$ cat src/rtl/driver_outputs_packer_pkg.sv
// Shared definitions for the weight driver and the output packer: default widths,
// the lane count, the lane-index type and the lane insert / zero-pad helpers.
package driver_outputs_packer_pkg;

  localparam int unsigned IoDataWidth = 8;
  localparam int unsigned MemBw       = 128;
  localparam int unsigned Lanes       = MemBw / IoDataWidth;
  localparam int unsigned LaneIdxW    = (Lanes > 1) ? $clog2(Lanes) : 1;

  typedef logic [LaneIdxW-1:0] lane_idx_t;

  // Writes elem into lane k (lane 0 is the MSB lane). With pad set, every lane after k
  // is cleared so a word closed early carries no stale data.
  function automatic logic [MemBw-1:0] lane_insert(input logic [MemBw-1:0]       word,
                                                   input logic [IoDataWidth-1:0] elem,
                                                   input lane_idx_t              k,
                                                   input logic                   pad);
    logic [MemBw-1:0] res;
    res = word;
    for (int unsigned l = 0; l < Lanes; l++) begin
      if (lane_idx_t'(l) == k) begin
        res[(Lanes-1-l)*IoDataWidth +: IoDataWidth] = elem;
      end else if (pad && (lane_idx_t'(l) > k)) begin
        res[(Lanes-1-l)*IoDataWidth +: IoDataWidth] = '0;
      end
    end
    return res;
  endfunction

  // One bit per populated lane, lane 0 at the MSB: lanes 0..k set.
  function automatic logic [Lanes-1:0] lane_mask(input lane_idx_t k);
    logic [Lanes-1:0] m;
    m = '0;
    for (int unsigned l = 0; l < Lanes; l++) begin
      m[Lanes-1-l] = (lane_idx_t'(l) <= k);
    end
    return m;
  endfunction

endpackage

$ cat src/rtl/driver_outputs_packer.sv
// Packs a stream of IO_DATA_WIDTH-bit elements MSB-lane-first into MEM_BW-bit words.
// An element flagged in_last closes the word early; unused lanes are zero.
// Optional macro DRIVER_OUTPUTS_BYTE_MASK_EN adds out_mask with one bit per populated lane.
module driver_outputs_packer
  import driver_outputs_packer_pkg::*;
#(
  parameter int unsigned IO_DATA_WIDTH = IoDataWidth,
  parameter int unsigned MEM_BW        = MemBw
) (
  input  logic                     clk,
  input  logic                     arst_n_in,
  input  logic [IO_DATA_WIDTH-1:0] in_data,
  input  logic                     in_valid,
  input  logic                     in_last,
  output logic                     in_ready,
  output logic [MEM_BW-1:0]        out_data,
  output logic                     out_valid,
`ifdef DRIVER_OUTPUTS_BYTE_MASK_EN
  output logic [MEM_BW/IO_DATA_WIDTH-1:0] out_mask,
`endif
  input  logic                     out_ready
);

  localparam int unsigned LANES = MEM_BW / IO_DATA_WIDTH;

  logic [MEM_BW-1:0] asm_q, asm_d;
  lane_idx_t         cnt_q, cnt_d;
  logic [MEM_BW-1:0] out_q, out_d;
  logic              out_valid_q, out_valid_d;
  logic              out_free, closing, accept;
  logic [MEM_BW-1:0] merged;

  // Handshake terms; in_ready deliberately does not look at in_valid.
  always_comb begin
    out_free = !out_valid_q || out_ready;
    closing  = (cnt_q == lane_idx_t'(LANES - 1)) || in_last;
    in_ready = !closing || out_free;
    accept   = in_valid && in_ready;
  end

  // Next-state: fill lanes, hand a closed word to the output register.
  always_comb begin
    asm_d       = asm_q;
    cnt_d       = cnt_q;
    out_d       = out_q;
    out_valid_d = out_valid_q && !out_ready;
    merged      = lane_insert(asm_q, in_data, cnt_q, closing);
    if (accept) begin
      if (closing) begin
        out_d       = merged;
        out_valid_d = 1'b1;
        asm_d       = '0;
        cnt_d       = '0;
      end else begin
        asm_d = merged;
        cnt_d = cnt_q + lane_idx_t'(1);
      end
    end
  end

  // State registers.
  always_ff @(posedge clk or negedge arst_n_in) begin
    if (!arst_n_in) begin
      asm_q       <= '0;
      cnt_q       <= '0;
      out_q       <= '0;
      out_valid_q <= 1'b0;
    end else begin
      asm_q       <= asm_d;
      cnt_q       <= cnt_d;
      out_q       <= out_d;
      out_valid_q <= out_valid_d;
    end
  end

  assign out_data  = out_q;
  assign out_valid = out_valid_q;

`ifdef DRIVER_OUTPUTS_BYTE_MASK_EN
  logic [LANES-1:0] mask_q;

  // Lane-populated mask, loaded with the word it describes.
  always_ff @(posedge clk or negedge arst_n_in) begin
    if (!arst_n_in) begin
      mask_q <= '0;
    end else if (accept && closing) begin
      mask_q <= lane_mask(cnt_q);
    end
  end

  assign out_mask = mask_q;
`endif

endmodule
$ cat config.mk
export PLATFORM = sky130hd
export DESIGN_NAME = driver_outputs_packer
export DESIGN_NICKNAME = d
export VERILOG_FILES = /design/src/rtl/driver_outputs_packer_pkg.sv /design/src/rtl/driver_outputs_packer.sv
export SDC_FILE = /design/constraint.sdc
export NUM_CORES = 1
export LEC_CHECK = 0
export ABC_CLOCK_PERIOD_IN_PS = 6700
export CORE_ASPECT_RATIO = 0.9
export CORE_UTILIZATION = 45
export CTS_CLUSTER_DIAMETER = 40
export CTS_CLUSTER_SIZE = 28
export DETAILED_ROUTE_END_ITERATION = 10
export PLACE_DENSITY = 0.68
export SLEW_MARGIN = 20
export SYNTH_ARGS = -nofsm -noshare
export SYNTH_HDL_FRONTEND = slang
export SYNTH_SLANG_ARGS = --single-unit
$ cat constraint.sdc
create_clock -name clk -period 6.7 [get_ports clk]
set_input_delay 1.005 -clock clk [delete_from_list [all_inputs] [get_ports clk]]
set_output_delay 1.005 -clock clk [all_outputs]
set_load 0.005 [all_outputs]
==> out/metrics.json, run 1 <==
{
  "run_status": "finished, final reports clean",
  "routed_via_count_divided_by_cell_count": 5.94,
  "grt.overflow.total": 0,
  "multiInputGateArea_um2": 4710,
  "routed_wirelength_um": 31600,
  "syn-cell-area_um2": 11600,
  "globalplace.congestion": 0.799,
  "static-leakage-power_nw": 6.08,
  "fraction_of_layout_instances_using_a_drive_strength_above_1_pct": 7.42,
  "final_worst_setup_slack_ns": 2.22,
  "critical_path_peak_fanout": 31,
  "core_region_area_um2": 25200,
  "antenna_left": 0,
  "max_capacitance_violation_count": 0,
  "cts_tree": "done",
  "worst_ep_arrival_time_ns": 3.48,
  "area_delta_synth_final_pct": 23.4,
  "detail_route.wl_per_cell_um": 19.4,
  "post_cts_resize_count": 0,
  "initial_antenna_violation_count": 1,
  "fin_worst_skew_ns": 0.0120,
  "grt_max_degree": 138,
  "numCtsBuffers": 34,
  "worstRegToRegCells": 6,
  "ir_worst_vdd_mv": 0.188,
  "synthDominantAreaCellType": "dfrtp_1",
  "worst_skew_pair.late_latency_ns": 0.50,
  "syn_nets": 1196,
  "synth.ff_latch_count": 253,
  "clkSlewWorstSetupHoldPaths_ns": 0.06,
  "syn_inst": 1178,
  "gr-usage-all-layers_pct": 24.3,
  "area_of_the_die_um2": 26300,
  "ys_async_sr_fraction_pct": 100,
  "cts_setup_buffers": 0,
  "powerDensity_nw_per_um2": 379,
  "clockRootBuffer": "clkbuf_16",
  "timing.max_slew.rel_slack_pct": 35.4,
  "dp_hpwl_um": 18600,
  "worstSetupPathType": "flop to output port",
  "endpoint_required_time_on_the_critical_path_ns": 5.69,
  "ys_warn_count": 0,
  "place.port_buffers": 142,
  "cts_hold_repair.buffers": 0,
  "post-layout-total-power_w": 0.00540,
  "netlist.area_leader.share_pct": 54.8,
  "clkSinkCount": 253,
  "initial_utilization_pct": 45.9,
  "syn-mean-instance-area_um2": 9.81,
  "finalMaxSlewViolations": 0,
  "worstHoldPathType": "flop to flop",
  "nets": 1273,
  "fmax_mhz": 223,
  "synth_top_flop_cell": "dfrtp_1",
  "netlist_top_cells_count": "dfrtp_1, nor2_1, nand2_1, o21ai_0, clkbuf_1",
  "ios": 143,
  "element_type_at_the_critical_path_start": "flop",
  "vias_in_the_first_global_route": 9234,
  "final.fill_count": 2226,
  "synth_enable_flop_cells": 0,
  "die-height_um": 154,
  "min_path_cells": 2,
  "clock_tree.htree_level_count": 2,
  "finalCritPeriodShare_pct": 66.9,
  "first_pass_iters": 5,
  "synth.most_common_cell": "dfrtp_1",
  "post_synth_main_area_contributors": "dfrtp_1, nor2_1, a221oi_1, o21ai_0, nand2_1",
  "worstMarginPinSlew_ns": 0.966,
  "register_area_um2": 6330,
  "timing.setup.tns_ns": 0,
  "post-route-drc-count": 0,
  "synth-seq-area-share_pct": 54.8,
  "post_synth_num_cell_types": 44,
  "setup_violating_endpoint_count_in_the_final_report": 0,
  "worst_setup_path_end_kind": "output port",
  "clockBufferDepth": 3,
  "fp.dieW_um": 171,
  "final-hold-violation-count": 0,
  "final_period_minus_worst_setup_slack_ns": 4.48,
  "rows": 55,
  "grt_first_pass_wirelength_um": 50600,
  "drt-initial-drc-count": 941,
  "rsz0062_at_grt": "false",
  "dr_total_vias": 9639,
  "post-place-ws_ns": 2.33
}
## area by class of cell
class                           count  share of cell area, %
Tap cell                          342                   3.00
Antenna cell                        1                 0.0175
Inverter                           13                  0.342
Clock inverter                     20                   1.80
Sequential cell                   253                   44.4
Timing Repair Buffer              157                   10.9
Clock buffer                       41                   6.51
Multi-Input combinational cell    796                   33.0
## per-stage QoR
stage	cells	area, µm²	hold slack, ns	util [%]
2_1_floorplan	1178	11600	0.456	-
3_3_place_gp	1560	13100	0.468	51.8
3_5_place_dp	1560	13100	0.472	51.8
4_1_cts	1621	14200	0.484	56.5
5_1_grt	1622	14300	0.502	56.6
6_report	1623	14300	0.472	56.6
## cell families after synthesis
kind of cell | share of synthesized area, %
DFF | 54.8
buffers and inverters | 4.67
adders and majority gates | 0.541
and+or+nand+nor | 14.0
AOI/OAI and AO/OA | 22.9
muxes | 3.03
## cells in the final DEF, fill, tap and decap left out, drive strengths merged, types with 7 or more instances in the layout
master,netlist,layout
a32oi,21,21
a31oi,17,17
a21oi,15,15
o21ai,121,121
o31ai,8,8
a22o,44,44
buf,36,18
clkinv,0,7
o2bb2ai,14,14
nand2,131,131
nor2b,8,8
clkbuf,80,41
a221oi,67,67
nand3,36,36
inv,13,17
mux2i,26,26
and2,9,9
dfrtp,253,253
clkdlybuf4s50,0,139
nor2,171,171
mux2,8,8
a22oi,56,56
and3,12,12
## worst max-delay path, stage by stage, from the launching register on
cell and delay (ns):
dfrtp_1 0.64, ha_1 0.70, a31o_2 0.64, buf_4 0.41, nand2_1 0.10, clkdlybuf4s50_1 0.46
## path summary, 6_finish.rpt
kind / start / endpoint / slack, ns
setup / recovery: cnt_q[1] / in_ready / 2.22
hold reg to reg: out_data[27] / out_data[27] / 0.47
min in group asynchronous: arst_n_in / out_data[11] / 0.57
setup reg to reg: cnt_q[1] / out_data[23] / 2.76
hold / removal: out_data[27] / out_data[27] / 0.47
max in group asynchronous: arst_n_in / asm_q[79] / 4.83
## report_power, final
part / internal [W] / switching [W]
combinational: 0.000653 / 0.000711
clock: 0.00119 / 0.000697
sequential: 0.00188 / 0.000272
## flip-flops by register name (all words and copies together) (netlist names)
signal	count
out_data	128
cnt_q	4
asm_q	120
out_valid	1
## per-layer routing
layer / GRT usage [%] / vias to the layer above / wire length (µm)
li1: - / 4439 / -
met1: 35.4 / 4759 / 14200
met2: 37.5 / 385 / 14500
met3: 4.07 / 56 / 2250
met4: 6.46 / 0 / 590
met5: 0 / - / 0
No activity file was read; power rests on OpenSTA's default activity.
==> run 2: changes to the inputs <==
Settings changed: ABC_CLOCK_PERIOD_IN_PS 6700 to 4400.
Clock period 6.7 ns to 4.4 ns, I/O delays scaled along.
==> out/metrics.json, run 2 (synthesized netlist as in run 1, its figures left out) <==
{
  "setup_violating_endpoint_count_in_the_final_report": 0,
  "post-place-ws_ns": 0.962,
  "die-height_um": 154,
  "post-route-drc-count": 0,
  "grt_max_degree": 124,
  "powerDensity_nw_per_um2": 576,
  "run_status": "finished, final reports clean",
  "static-leakage-power_nw": 6.12,
  "antenna_cell_count": 0,
  "met3_usage_pct": 3.94,
  "finalCritPeriodShare_pct": 82.3,
  "worstMarginPinSlew_ns": 1.12,
  "dr_total_vias": 9610,
  "final_worst_setup_slack_ns": 0.778,
  "grt.overflow.total": 0,
  "worstHoldPathType": "input pin to asynchronous set/reset pin",
  "cts_tree": "done",
  "area_delta_synth_final_pct": 24.1,
  "endpoint_required_time_on_the_critical_path_ns": 3.74,
  "core_region_area_um2": 25200,
  "clockRootBuffer": "clkbuf_16",
  "post_cts_resize_count": 0,
  "timing.setup.tns_ns": 0,
  "grt_first_pass_wirelength_um": 51200,
  "numCtsBuffers": 35,
  "routed_wirelength_um": 32000,
  "worst_ep_arrival_time_ns": 2.96,
  "finalMaxSlewViolations": 0,
  "timing.max_slew.rel_slack_pct": 24.9,
  "element_type_at_the_critical_path_start": "flop",
  "nets": 1279,
  "clkSlewWorstSetupHoldPaths_ns": 0.07,
  "place.port_buffers": 142,
  "rows": 55,
  "dp_hpwl_um": 19400,
  "area_of_the_die_um2": 26300,
  "worstSetupPathType": "flop to output port",
  "ios": 143,
  "largest_register_ff_count": 128,
  "grt.busiest_layer": "met2",
  "fp.dieW_um": 171,
  "vias_in_the_first_global_route": 9205,
  "layout_commonest_cell": "dfrtp_1",
  "clkSinkCount": 253,
  "layout_common_cells": "dfrtp_1, nor2_1, clkdlybuf4s50_1, nand2_1, o21ai_0",
  "rsz0062_at_grt": "false",
  "initial_utilization_pct": 45.9,
  "worst_skew_pair.late_latency_ns": 0.51,
  "globalplace.congestion": 0.806,
  "fraction_of_layout_instances_using_a_drive_strength_above_1_pct": 7.85,
  "fin_worst_skew_ns": 0.0273,
  "clock_tree.htree_level_count": 2,
  "first_pass_iters": 7,
  "drt-initial-drc-count": 806,
  "ir_worst_vdd_mv": 0.277,
  "cts_setup_buffers": 0,
  "max_capacitance_violation_count": 0,
  "routed_via_count_divided_by_cell_count": 5.90,
  "final_period_minus_worst_setup_slack_ns": 3.62,
  "detail_route.wl_per_cell_um": 19.7,
  "worst_setup_path_end_kind": "output port",
  "gr-usage-all-layers_pct": 24.7,
  "final.fill_count": 2217,
  "final-hold-violation-count": 0,
  "fmax_mhz": 276,
  "clockBufferDepth": 3,
  "initial_antenna_violation_count": 0,
  "cts_hold_repair.buffers": 0,
  "gr-usage-met2_pct": 37.3,
  "met1_track_usage_gr_pct": 36.6,
  "critical_path_peak_fanout": 60,
  "antenna_left": 0
}
## run 2: worst max-delay path, stage by stage, from the launching register on
cell,delay [ns]
dfrtp_1,0.65
ha_1,0.23
buf_4,0.24
a31o_2,0.22
buf_4,0.48
nand2_1,0.12
clkdlybuf4s50_1,0.48
## run 2: layout make-up
cell class	count	area [µm²]	area share [%]
Sequential cell	253	6330	44.2
Multi-Input combinational cell	796	4710	32.9
Timing Repair Buffer	162	1600	11.2
Clock buffer	44	992	6.92
Tap cell	342	428	2.98
Clock inverter	18	221	1.54
Inverter	13	48.8	0.340
## run 2: worst paths after layout
path | end | depth (start not counted) | from | slack, ns
worst min register to register | out_data[26] | 2 | out_data[26] | 0.47
min in group clk | out_data[26] | 2 | out_data[26] | 0.47
worst max-delay path | in_ready | 6 | cnt_q[1] | 0.78
worst max register to register | out_data[62] | 8 | cnt_q[1] | 1.31
max in group asynchronous | out_data[120] | 2 | arst_n_in | 3.14
worst min-delay path | out_data[10] | 1 | arst_n_in | 0.26
## run 2: power breakdown
part | internal [W] | total (W) | switching [W]
Combinational | 0.000999 | 0.00208 | 0.00108
Clock | 0.00180 | 0.00289 | 0.00109
Sequential | 0.00286 | 0.00328 | 0.000421
## run 2: per-stage QoR
stage / hold WS, ns / cells / power (W) / cell area, µm² / utilization, %
3_3_place_gp: 0.464 / 1566 / 0.00532 / 13100 / 52.1
6_report: 0.258 / 1628 / 0.00825 / 14300 / 56.9
2_1_floorplan: 0.364 / 1178 / 0.00447 / 11600 / -
3_5_place_dp: 0.470 / 1566 / 0.00539 / 13100 / 52.1
5_1_grt: 0.341 / 1628 / 0.00868 / 14300 / 56.9
4_1_cts: 0.295 / 1628 / 0.00831 / 14300 / 56.9
## run 2: metal layers
| metal | up-vias | wire length, µm |
|---|---|---|
| li1 | 4446 | - |
| met1 | 4776 | 14600 |
| met2 | 341 | 14700 |
| met3 | 47 | 2120 |
| met4 | 0 | 545 |
| met5 | - | 0 |
